--- src/rtl/fp_add_arbiter_pkg.sv ---
// Shared types and constants for the fp_add_arbiter slice: FSM states, operand width,
// operation encodings and the packed-operand slice helper.
package fp_arb_pkg;

    localparam int FP_W    = 32;
    localparam int MAX_REQ = 8;
    localparam int IDX_W   = $clog2(MAX_REQ);

    localparam logic OP_ADD = 1'b0;
    localparam logic OP_SUB = 1'b1;

    typedef enum logic [1:0] {
        IDLE,
        EXEC,
        RESP
    } state_t;

    // Operand k lives at [32k+31:32k]; callers widen their bus to MAX_REQ slots first.
    function automatic logic [FP_W-1:0] get_operand(input logic [FP_W*MAX_REQ-1:0] vec,
                                                    input logic [IDX_W-1:0]        idx);
        return vec[{idx, 5'd0} +: FP_W];
    endfunction

endpackage

--- src/rtl/fp_add_arbiter_if.sv ---
// Request/response channel bundle between the requesters (master) and the
// fp_add_arbiter (slave).
interface fp_add_arbiter_if #(
    parameter int NUM_REQ = 4,
    parameter int ID_W    = 2
);
    import fp_arb_pkg::*;

    logic [NUM_REQ-1:0]      req_valid;
    logic [FP_W*NUM_REQ-1:0] req_data_a;
    logic [FP_W*NUM_REQ-1:0] req_data_b;
    logic [NUM_REQ-1:0]      req_op;
    logic [NUM_REQ-1:0]      req_ready;

    logic                    rsp_valid;
    logic [ID_W-1:0]         rsp_id;
    logic [FP_W-1:0]         rsp_result;
    logic                    rsp_ready;

    modport master (
        output req_valid, req_data_a, req_data_b, req_op, rsp_ready,
        input  req_ready, rsp_valid, rsp_id, rsp_result
    );

    modport slave (
        input  req_valid, req_data_a, req_data_b, req_op, rsp_ready,
        output req_ready, rsp_valid, rsp_id, rsp_result
    );

endinterface

--- src/rtl/fp_add_arbiter_rr_pick.sv ---
// Combinational winner selection: round-robin search from i_ptr, or a plain
// lowest-index priority encoder when FP_ARB_FIXED_PRIO_EN is defined.
module rr_pick #(
    parameter int NUM_REQ = 4,
    parameter int ID_W    = 2
) (
    input  logic [NUM_REQ-1:0] i_req,
`ifndef FP_ARB_FIXED_PRIO_EN
    input  logic [ID_W-1:0]    i_ptr,
`endif
    output logic [NUM_REQ-1:0] o_grant,
    output logic [ID_W-1:0]    o_idx
);

    logic            w_found;
    logic [ID_W-1:0] w_k;

    always_comb begin
        o_grant = '0;
        o_idx   = '0;
        w_found = 1'b0;
        w_k     = '0;
        for (int i = 0; i < NUM_REQ; i++) begin
`ifdef FP_ARB_FIXED_PRIO_EN
            w_k = ID_W'(i);
`else
            w_k = ID_W'((int'(i_ptr) + i) % NUM_REQ);
`endif
            if (!w_found && i_req[w_k]) begin
                o_grant[w_k] = 1'b1;
                o_idx        = w_k;
                w_found      = 1'b1;
            end
        end
    end

endmodule

--- src/rtl/fp_add_arbiter.sv ---
// Time-shares one external combinational fpAdder among NUM_REQ requesters.
// Define FP_ARB_FIXED_PRIO_EN for lowest-index-wins arbitration instead of round-robin.
module fp_add_arbiter
    import fp_arb_pkg::*;
#(
    parameter int NUM_REQ   = 4,
    parameter int ADDER_LAT = 1,
    parameter int ID_W      = 2
) (
    input  logic             i_clk,
    input  logic             i_rst_n,
    fp_add_arbiter_if.slave  bus,
    output logic [FP_W-1:0]  o_fp_data_a,
    output logic [FP_W-1:0]  o_fp_data_b,
    output logic             o_fp_operation,
    input  logic [FP_W-1:0]  i_fp_result
);

    localparam int CNT_W = 4;

    state_t             r_state;
    logic [ID_W-1:0]    r_id;
    logic [CNT_W-1:0]   r_lat_cnt;
    logic [FP_W-1:0]    r_fp_a;
    logic [FP_W-1:0]    r_fp_b;
    logic               r_fp_op;
    logic               r_rsp_valid;
    logic [ID_W-1:0]    r_rsp_id;
    logic [FP_W-1:0]    r_rsp_result;
`ifndef FP_ARB_FIXED_PRIO_EN
    logic [ID_W-1:0]    r_ptr;
`endif

    logic [NUM_REQ-1:0]      w_grant;
    logic [ID_W-1:0]         w_idx;
    logic [FP_W*MAX_REQ-1:0] w_a_ext;
    logic [FP_W*MAX_REQ-1:0] w_b_ext;

    assign w_a_ext = (FP_W*MAX_REQ)'(bus.req_data_a);
    assign w_b_ext = (FP_W*MAX_REQ)'(bus.req_data_b);

    rr_pick #(
        .NUM_REQ (NUM_REQ),
        .ID_W    (ID_W)
    ) u_pick (
        .i_req   (bus.req_valid),
`ifndef FP_ARB_FIXED_PRIO_EN
        .i_ptr   (r_ptr),
`endif
        .o_grant (w_grant),
        .o_idx   (w_idx)
    );

    // Ready is only offered in IDLE and is forced low while reset is held.
    assign bus.req_ready  = (r_state == IDLE && i_rst_n) ? w_grant : '0;
    assign bus.rsp_valid  = r_rsp_valid;
    assign bus.rsp_id     = r_rsp_id;
    assign bus.rsp_result = r_rsp_result;

    assign o_fp_data_a    = r_fp_a;
    assign o_fp_data_b    = r_fp_b;
    assign o_fp_operation = r_fp_op;

    always_ff @(posedge i_clk or negedge i_rst_n) begin
        if (!i_rst_n) begin
            r_state      <= IDLE;
            r_id         <= '0;
            r_lat_cnt    <= '0;
            r_fp_a       <= '0;
            r_fp_b       <= '0;
            r_fp_op      <= 1'b0;
            r_rsp_valid  <= 1'b0;
            r_rsp_id     <= '0;
            r_rsp_result <= '0;
`ifndef FP_ARB_FIXED_PRIO_EN
            r_ptr        <= '0;
`endif
        end else begin
            case (r_state)
                IDLE: begin
                    if (|w_grant) begin
                        r_fp_a    <= get_operand(w_a_ext, IDX_W'(w_idx));
                        r_fp_b    <= get_operand(w_b_ext, IDX_W'(w_idx));
                        r_fp_op   <= bus.req_op[w_idx];
                        r_id      <= w_idx;
                        r_lat_cnt <= CNT_W'(ADDER_LAT - 1);
`ifndef FP_ARB_FIXED_PRIO_EN
                        r_ptr     <= (w_idx == ID_W'(NUM_REQ - 1)) ? '0 : w_idx + ID_W'(1);
`endif
                        r_state   <= EXEC;
                    end
                end
                // The adder output is only trusted once the latency budget has elapsed.
                EXEC: begin
                    if (r_lat_cnt == '0) begin
                        r_rsp_result <= i_fp_result;
                        r_rsp_id     <= r_id;
                        r_rsp_valid  <= 1'b1;
                        r_state      <= RESP;
                    end else begin
                        r_lat_cnt <= r_lat_cnt - CNT_W'(1);
                    end
                end
                RESP: begin
                    if (bus.rsp_ready) begin
                        r_rsp_valid <= 1'b0;
                        r_state     <= IDLE;
                    end
                end
                default: r_state <= IDLE;
            endcase
        end
    end

endmodule

--- src/flat_wrapper.sv ---
// flat-port wrapper written by rule: the top's interface ports become plain ports
module fp_add_arbiter_flat import fp_arb_pkg::*;
#(
    parameter int NUM_REQ   = 4,
    parameter int ADDER_LAT = 1,
    parameter int ID_W      = 2
)
  (i_clk, i_rst_n, o_fp_data_a, o_fp_data_b, o_fp_operation, i_fp_result, bus_req_valid, bus_req_data_a, bus_req_data_b, bus_req_op, bus_rsp_ready, bus_req_ready, bus_rsp_valid, bus_rsp_id, bus_rsp_result);
  fp_add_arbiter_if #(.NUM_REQ(NUM_REQ), .ID_W(ID_W)) bus_i ();
  input  logic i_clk;
  input  logic i_rst_n;
  output logic [FP_W-1:0] o_fp_data_a;
  output logic [FP_W-1:0] o_fp_data_b;
  output logic o_fp_operation;
  input  logic [FP_W-1:0] i_fp_result;
  input wire logic [$bits(bus_i.req_valid)-1:0] bus_req_valid;
  input wire logic [$bits(bus_i.req_data_a)-1:0] bus_req_data_a;
  input wire logic [$bits(bus_i.req_data_b)-1:0] bus_req_data_b;
  input wire logic [$bits(bus_i.req_op)-1:0] bus_req_op;
  input wire logic [$bits(bus_i.rsp_ready)-1:0] bus_rsp_ready;
  output wire logic [$bits(bus_i.req_ready)-1:0] bus_req_ready;
  output wire logic [$bits(bus_i.rsp_valid)-1:0] bus_rsp_valid;
  output wire logic [$bits(bus_i.rsp_id)-1:0] bus_rsp_id;
  output wire logic [$bits(bus_i.rsp_result)-1:0] bus_rsp_result;
  assign bus_i.req_valid = bus_req_valid;
  assign bus_i.req_data_a = bus_req_data_a;
  assign bus_i.req_data_b = bus_req_data_b;
  assign bus_i.req_op = bus_req_op;
  assign bus_i.rsp_ready = bus_rsp_ready;
  assign bus_req_ready = bus_i.req_ready;
  assign bus_rsp_valid = bus_i.rsp_valid;
  assign bus_rsp_id = bus_i.rsp_id;
  assign bus_rsp_result = bus_i.rsp_result;
  fp_add_arbiter #(.NUM_REQ(NUM_REQ), .ADDER_LAT(ADDER_LAT), .ID_W(ID_W)) u_core (.i_clk(i_clk), .i_rst_n(i_rst_n), .bus(bus_i), .o_fp_data_a(o_fp_data_a), .o_fp_data_b(o_fp_data_b), .o_fp_operation(o_fp_operation), .i_fp_result(i_fp_result));
endmodule
--- config.mk ---
export PLATFORM = sky130hd
export DESIGN_NAME = fp_add_arbiter_flat
export DESIGN_NICKNAME = d
export VERILOG_FILES = /design/src/rtl/fp_add_arbiter_pkg.sv /design/src/rtl/fp_add_arbiter_if.sv /design/src/rtl/fp_add_arbiter_rr_pick.sv /design/src/rtl/fp_add_arbiter.sv /design/src/flat_wrapper.sv
export SDC_FILE = /design/constraint.sdc
export NUM_CORES = 1
export LEC_CHECK = 0
export CORE_AREA = 2 2 155 157
export CTS_CLUSTER_SIZE = 20
export DETAILED_ROUTE_END_ITERATION = 8
export DIE_AREA = 0 0 157 159
export PLACE_DENSITY_LB_ADDON = 0.2
export SLEW_MARGIN = 0
export SYNTH_ARGS = -nofsm -noshare
export SYNTH_HDL_FRONTEND = slang
export SYNTH_SLANG_ARGS = --single-unit
export TNS_END_PERCENT = 20
--- constraint.sdc ---
create_clock -name i_clk -period 9.9 [get_ports i_clk]
set_input_delay 2.97 -clock i_clk [delete_from_list [all_inputs] [get_ports i_clk]]
set_output_delay 2.97 -clock i_clk [all_outputs]
set_load 0.02 [all_outputs]
==> results by group, run 1 <==
Run status
  • Status: finished, final reports clean

Timing
  • PnR worst setup slack: 1224 ps
  • Min Tclk post-route: 8676 ps
  • Period utilization: 87.63%
  • Total negative slack: 0 ps
  • RSZ-0062 raised after global routing: no
  • Fin. Hold Viols: 0
  • Count of final max-slew check failures: 0
  • Setup Skew: 6.875 ps
  • Endpoints failing setup: 0
  • Worst Tran Pin Value: 1177 ps
  • Slew headroom: 21.56%
  • F_max: 0.1153 GHz

Logic synthesis
  • Post-synth top area cell: dfrtp_1
  • Sequential share of the synthesized area: 41.45%
  • Synth top cells by count: dfrtp_1 (110), mux4_2 (68), mux2_4 (53)
  • Yosys warns: 0
  • Synth cell types: 53
  • Synth Register Bits: 110
  • Post-Syn Nets: 731
  • Count leader, synth: dfrtp_1
  • Synth Cell Area: 6640 µm²
  • Post-Synthesis Cells: 424
  • Main area contributors after synthesis: dfrtp_1 (41%), mux4_2 (23%), mux2_4 (12%)
  • Async SR Flop Fraction: 100.0%
  • Post-synth top area share: 41.45%
  • Synth Area per Inst: 15.66 µm²
  • Dominant synthesized flop cell: dfrtp_1
  • Post-synth EDFFs: 0

GRT
  • Largest net degree at the start of global routing: 65
  • Initial antenna violation count: 0
  • Met3 usage in global routing: 3.783%
  • Met2 Track Usage GR: 33.67%
  • Layer with the highest usage: met2
  • GRT Total Usage: 18.26%
  • Grt met1 use: 21.51%
  • GRT overflow: 0
  • Number of global-route vias before repair: 5872
  • First-pass GRT wire length: 34480 µm

Hold path
  • WHS Path Cells: 2
  • Hold WC Path Type: flop to flop
  • Hold path startpoint: u_core.r_id[0]
  • Worst Hold End: u_core.r_id[0]

Drt
  • Routed WL: 23090 µm
  • Vias per inst: 4.732
  • Detail Route Antenna Nets: 0
  • Wirelength per Cell: 20.43 µm
  • Pre-antenna DRT Iters: 4
  • Number of DRC markers in iteration 0: 190
  • Drt drc: 0
  • DR vias: 5347

Clocking
  • CTS clk-pin slew, worst paths: 70 ps
  • CTS tree: yes
  • Skew-Pair Late Insertion Delay: 350 ps
  • CTS Hold Bufs: 0
  • Root Buffer: clkbuf_16
  • Post-CTS Repair Setup Buffers: 0
  • Clock sinks: 110
  • Resized cells post-CTS: 0
  • Clock Tree Buf Depth: 2
  • Cts bufs inserted: 9
  • H-tree levels: 3

Worst setup path
  • Register-to-Register Setup Slack: 5480 ps
  • CP Class: input pin to output pin
  • Startpoint types: input pin
  • Required @ worst endpoint: 6930 ps
  • Worst reg2reg path endpoint: u_core.o_fp_data_a[6]
  • Crit path DAT: 5710 ps
  • Cells on worst reg2reg path: 8
  • Critical Path Sink Type: output pin
  • Critical Path Fanout Max: 13

Place
  • Final Wtd Congestion: 0.8539
  • Post-detail-place hpwl: 18670 µm
  • Pre-CTS setup slack: 1244 ps
  • Port Buffer Count: 402

Power
  • P_int: 0.002445 W
  • Leakage: 4.380 nW
  • Clk pwr share: 9.3%
  • PD cells: 357.2 nW/µm²
  • Sw power: 0.001544 W
  • Reg power frac: 21.4%
  • Comb pwr share: 69.3%
  • Worst VDD drop: 232.7 µV
  • Tot Pwr: 0.003989 W
  • Switching share of total power: 38.70%

Layout
  • Diode count: 0
  • # nets final: 1113
  • Layout cells sized above 1: 24.54%
  • Syn-to-layout area delta: 68.17%
  • Fin util: 48.15%
  • Filler cell count: 2001

Flow run
  • Reported max-cap violation count: 0

Floorplan
  • DIE AREA: 24960 µm²
  • Cell Rows: 56
  • Die W: 157 µm
  • Die Y: 159 µm
  • Core box area: 23190 µm²
  • I/O Pins: 403
  • Starting density of the core: 28.63%
==> worst max path at each step <==
| stage | startpoint | end | slack (ps) | cells after the start |
|---|---|---|---|---|
| after floorplan | bus_req_valid[2] | bus_req_ready[3] | 2390 | 6 |
| after global placement | bus_req_valid[2] | bus_req_ready[3] | 1360 | 7 |
| after detailed placement | bus_req_valid[2] | bus_req_ready[3] | 1240 | 7 |
| after CTS | bus_req_valid[2] | bus_req_ready[3] | 1250 | 7 |
| after global routing | bus_req_valid[1] | bus_req_ready[3] | 1160 | 7 |
| final | bus_req_valid[2] | bus_req_ready[3] | 1220 | 7 |
==> state kept, by name (all words and copies together), names as in the netlist, named ones only <==
signal and cells:
u_core.r_ptr 1, u_core.o_fp_operation 1, u_core.o_fp_data_b 32, u_core.o_fp_data_a 32, u_core.r_id 2, u_core.r_state 2, u_core.bus.rsp_id 2, u_core.r_lat_cnt 4
u_core.bus.rsp_valid 1, u_core.bus.rsp_result 32
==> layout make-up <==
class / instances / area [µm²] / share of cell area [%]
clock buffer: 12 / 246.5 / 2.207
timing repair buffer: 408 / 4079 / 36.53
multi-input combinational: 266 / 3595 / 32.19
sequential: 110 / 2753 / 24.65
inverter: 11 / 41.29 / 0.3697
tap: 319 / 399.1 / 3.574
clock inverter: 4 / 53.80 / 0.4818
==> logic make-up (layout without fill, tap and decap cells) <==
family	after synthesis	after routing	share of synthesized area [%]
mux	172	172	43.64
flops	110	110	41.45
buf+inv	48	435	4.993
simple gates	42	42	3.467
compound gates	40	40	4.409
fa+ha+maj	8	8	1.508
xor+xnor	4	4	0.5277
==> layout by cell type, fill, tap and decap left out, drive strengths merged, types with 7 or more instances in the layout <==
cell type / count
clkdlybuf4s50: 401
dfrtp: 110
mux2: 101
mux4: 68
nand2: 12
inv: 12
clkbuf: 12
nor2: 9
a21oi: 8
ha: 8
o21ai: 8
buf: 7
==> per-stage QoR <==
step	cells	hold slack [ps]	area (µm²)
after global placement	1114	477.7	10870
after detailed placement	1114	491.6	10870
final	1130	500.6	11170
after CTS	1130	510.2	11170
after global routing	1130	523.0	11170
after floorplan	424	457.3	6640
==> critical path, cell delays in order <==
cell	delay (ps)
clkdlybuf4s50_1	620
mux4_2	680
or3b_1	400
a22oi_2	170
a21o_1	110
nor2b_1	140
clkdlybuf4s50_1	620
==> routing by layer <==
metal  part of all wire, %  wire length [µm]  up-vias
met2                    54             12350      261
li1                      -                 -     2414
met1                    38              8791     2660
met3                   7.5              1732       12
met5                     0                 0        -
met4                  0.90               207        0
==> power by group through the flow <==
| stage | Sequential, W | Clock [W] | Combinational, W |
|---|---|---|---|
| 2_1_floorplan | 0.00108 | 0 | 0.00173 |
| 3_3_place_gp | 0.000849 | 0 | 0.00277 |
| 3_5_place_dp | 0.000862 | 0 | 0.00281 |
| 4_1_cts | 0.000858 | 0.000386 | 0.00282 |
| 5_1_grt | 0.000890 | 0.000406 | 0.00294 |
| 6_report | 0.000854 | 0.000371 | 0.00276 |
No activity file was read; power rests on OpenSTA's default activity.
==> inputs of run 2 (changes only) <==
--- a/config.mk
+++ b/config.mk
@@ -5,6 +5,7 @@
 export SDC_FILE = /design/constraint.sdc
 export NUM_CORES = 1
 export LEC_CHECK = 0
+export CAP_MARGIN = 40
 export CORE_AREA = 2 2 155 157
 export CTS_CLUSTER_SIZE = 20
 export DETAILED_ROUTE_END_ITERATION = 8
==> run 2 against run 1 <==
  * Flip-flop and latch count stayed put
  * Wire length hardly changed
  * Core utilization is 0.30 points higher
  * First-iteration DRC count is 23% lower
  * Fmax is 0.46% higher
  * Clock skew is 1.9 ps higher
  * Non-clock buffer count is 2 higher
  * Sequential power hardly changed
  * Register-to-register slack better by 60 ps
  * Cell count is 0.18% higher
  * Die area stayed put
  * Critical path type unchanged
  * Critical endpoint unchanged
==> results by group, run 2 (synthesis gave the netlist of run 1 again) <==
Run status
  • Status: finished, final reports clean (unchanged)

Timing
  • Worst Tran Pin Value: 829.6 ps (was 1177 ps)
  • Slew headroom: 44.69% (was 21.56%)
  • Fin. Hold Viols: 0 (unchanged)
  • Total negative slack: 0 ps (unchanged)
  • Setup Skew: 8.730 ps (was 6.875 ps)
  • F_max: 0.1158 GHz (was 0.1153 GHz)
  • Count of final max-slew check failures: 0 (unchanged)
  • Period utilization: 87.23% (was 87.63%)
  • Min Tclk post-route: 8636 ps (was 8676 ps)
  • RSZ-0062 raised after global routing: no (unchanged)
  • Endpoints failing setup: 0 (unchanged)

Clocking
  • Clock sinks: 110 (unchanged)
  • Clock Tree Buf Depth: 2 (unchanged)
  • Cts bufs inserted: 9 (unchanged)
  • CTS clk-pin slew, worst paths: 70 ps (about the same)
  • Resized cells post-CTS: 0 (unchanged)
  • CTS tree: yes (unchanged)
  • H-tree levels: 3 (unchanged)
  • Post-CTS Repair Setup Buffers: 0 (unchanged)
  • Root Buffer: clkbuf_16 (unchanged)
  • CTS Hold Bufs: 0 (unchanged)
  • Skew-Pair Late Insertion Delay: 340 ps (was 350 ps)

Hold path
  • Hold path startpoint: u_core.r_id[0] (unchanged)
  • Worst Hold End: u_core.r_id[0] (unchanged)
  • Hold WC Path Type: flop to flop (unchanged)
  • WHS Path Cells: 2 (unchanged)

Layout
  • Syn-to-layout area delta: 69.21% (was 68.17%)
  • Filler cell count: 1990 (was 2001)
  • Register area: 2753 µm² (unchanged)
  • Diode count: 0 (unchanged)
  • Footprint of the multi-input gates: 3595 µm² (unchanged)
  • Fin util: 48.45% (was 48.15%)
  • Most common cell after layout, fill and taps aside: clkdlybuf4s50_1 (unchanged)
  • Commonest cells after routing, fill and taps aside: clkdlybuf4s50_1 (401), dfrtp_1 (110), mux4_2 (68), mux2_4 (53), mux2_2 (48) (unchanged)
  • Layout cells sized above 1: 24.72% (was 24.54%)
  • # nets final: 1115 (was 1113)

Power
  • Tot Pwr: 0.004033 W (was 0.003989 W)
  • PD cells: 358.9 nW/µm² (was 357.2 nW/µm²)
  • Worst VDD drop: 274.8 µV (was 232.7 µV)
  • Leakage: 4.415 nW (was 4.380 nW)

GRT
  • GRT overflow: 0 (unchanged)
  • Number of global-route vias before repair: 5861 (was 5872)
  • Largest net degree at the start of global routing: 65 (unchanged)
  • GRT Total Usage: 18.17% (was 18.26%)
  • Initial antenna violation count: 0 (unchanged)
  • First-pass GRT wire length: 34190 µm (was 34480 µm)

Worst setup path
  • CP max stage cell: mux4_2 (unchanged)
  • Cell chain of the critical path: clkdlybuf4s50_1 > mux4_2 > or3b_1 > a22oi_2 > a21o_1 > nor2b_1 > clkdlybuf4s50_1 (unchanged)
  • Cells on worst reg2reg path: 9 (was 8)
  • Critical Path Sink Type: output pin (unchanged)
  • Critical Path Fanout Max: 13 (unchanged)
  • Register-to-Register Setup Slack: 5540 ps (was 5480 ps)
  • Worst stage delay on the critical path: 660 ps (was 680 ps)
  • Worst reg2reg path endpoint: u_core.o_fp_data_a[1] (was u_core.o_fp_data_a[6])
  • Required @ worst endpoint: 6930 ps (about the same)
  • CP Class: input pin to output pin (unchanged)
  • Most used cell, CP: clkdlybuf4s50_1 (unchanged)
  • Startpoint types: input pin (unchanged)
  • Crit path DAT: 5670 ps (was 5710 ps)

Place
  • Final Wtd Congestion: 0.8539 (unchanged)
  • Post-detail-place hpwl: 18830 µm (was 18670 µm)
  • Port Buffer Count: 402 (unchanged)

Floorplan
  • Die Y: 159 µm (unchanged)
  • Die W: 157 µm (unchanged)
  • Cell Rows: 56 (unchanged)
  • DIE AREA: 24960 µm² (unchanged)
  • Core box area: 23190 µm² (unchanged)
  • Starting density of the core: 28.63% (unchanged)
  • I/O Pins: 403 (unchanged)

Drt
  • DR vias: 5378 (was 5347)
  • Drt drc: 0 (unchanged)
  • Detail Route Antenna Nets: 0 (unchanged)
  • Wirelength per Cell: 20.38 µm (was 20.43 µm)
  • Vias per inst: 4.751 (was 4.732)
  • Routed WL: 23070 µm (was 23090 µm)
  • Number of DRC markers in iteration 0: 146 (was 190)
  • Pre-antenna DRT Iters: 6 (was 4)

Flow run
  • Reported max-cap violation count: 0 (unchanged)
==> run 2: cell count changes in the layout (fill, tap and decap cells not counted), sizes merged <==
cell,delta
buf,+2
clkinv,+1
bufinv,+1
clkbuf,-1
clkinvlp,-1
==> run 2: per-stage QoR <==
step | instance area, µm² | setup WS (ps) | hold slack, ps | instances
floorplan | 6640 | 2392 | 457.3 | 424
global route | 11240 | 1166 | 525.9 | 1132
global placement | 10870 | 1364 | 477.7 | 1114
CTS | 11240 | 1280 | 497.0 | 1132
detailed placement | 10920 | 1282 | 476.1 | 1116
finish | 11240 | 1264 | 491.1 | 1132
==> run 2: metal layers <==
layer | global-route usage (%) | vias to the layer above | part of all wire (%)
li1 | - | 2422 | -
met1 | 20.60 | 2656 | 37
met2 | 34.45 | 284 | 53
met3 | 3.865 | 16 | 8.0
met4 | 4.087 | 0 | 1.1
met5 | 0 | - | 0
==> run 2: worst max-delay path by stage <==
stage                          start  slack [ps]               end  depth (start not counted)
global placement    bus_req_valid[2]        1360  bus_req_ready[3]                          7
detailed placement  bus_req_valid[2]        1280  bus_req_ready[3]                          7
CTS                 bus_req_valid[2]        1280  bus_req_ready[3]                          7
finish              bus_req_valid[1]        1260  bus_req_ready[3]                          7
floorplan           bus_req_valid[2]        2390  bus_req_ready[3]                          6
global route        bus_req_valid[2]        1170  bus_req_ready[3]                          7
==> run 2: critical path: cells and delay by family <==
family	cells	cell delay (ps)
compound gates	2	280
buf+inv	2	1230
mux	1	660
simple gates	2	530
==> run 2: layout make-up <==
type,count,area share [%]
timing repair buffer,410,36.79
multi-input combinational,266,31.99
sequential,110,24.50
inverter,11,0.3675
tap,319,3.552
clock inverter,5,0.7238
clock buffer,11,2.071
==> run 2: power by group <==
part	switching (W)	internal, W
Clock	0.000165	0.000223
Combinational	0.00123	0.00157
Sequential	0.000154	0.000698
Total	0.00155	0.00249
==> inputs of run 3 (changes only) <==
--- a/config.mk
+++ b/config.mk
@@ -11,6 +11,7 @@
 export DETAILED_ROUTE_END_ITERATION = 8
 export DIE_AREA = 0 0 157 159
 export PLACE_DENSITY_LB_ADDON = 0.2
+export SETUP_SLACK_MARGIN = 0.4
 export SLEW_MARGIN = 0
 export SYNTH_ARGS = -nofsm -noshare
 export SYNTH_HDL_FRONTEND = slang
==> results of run 3 <==
The final DEF is identical to that of run 2; final timing and power are the same.
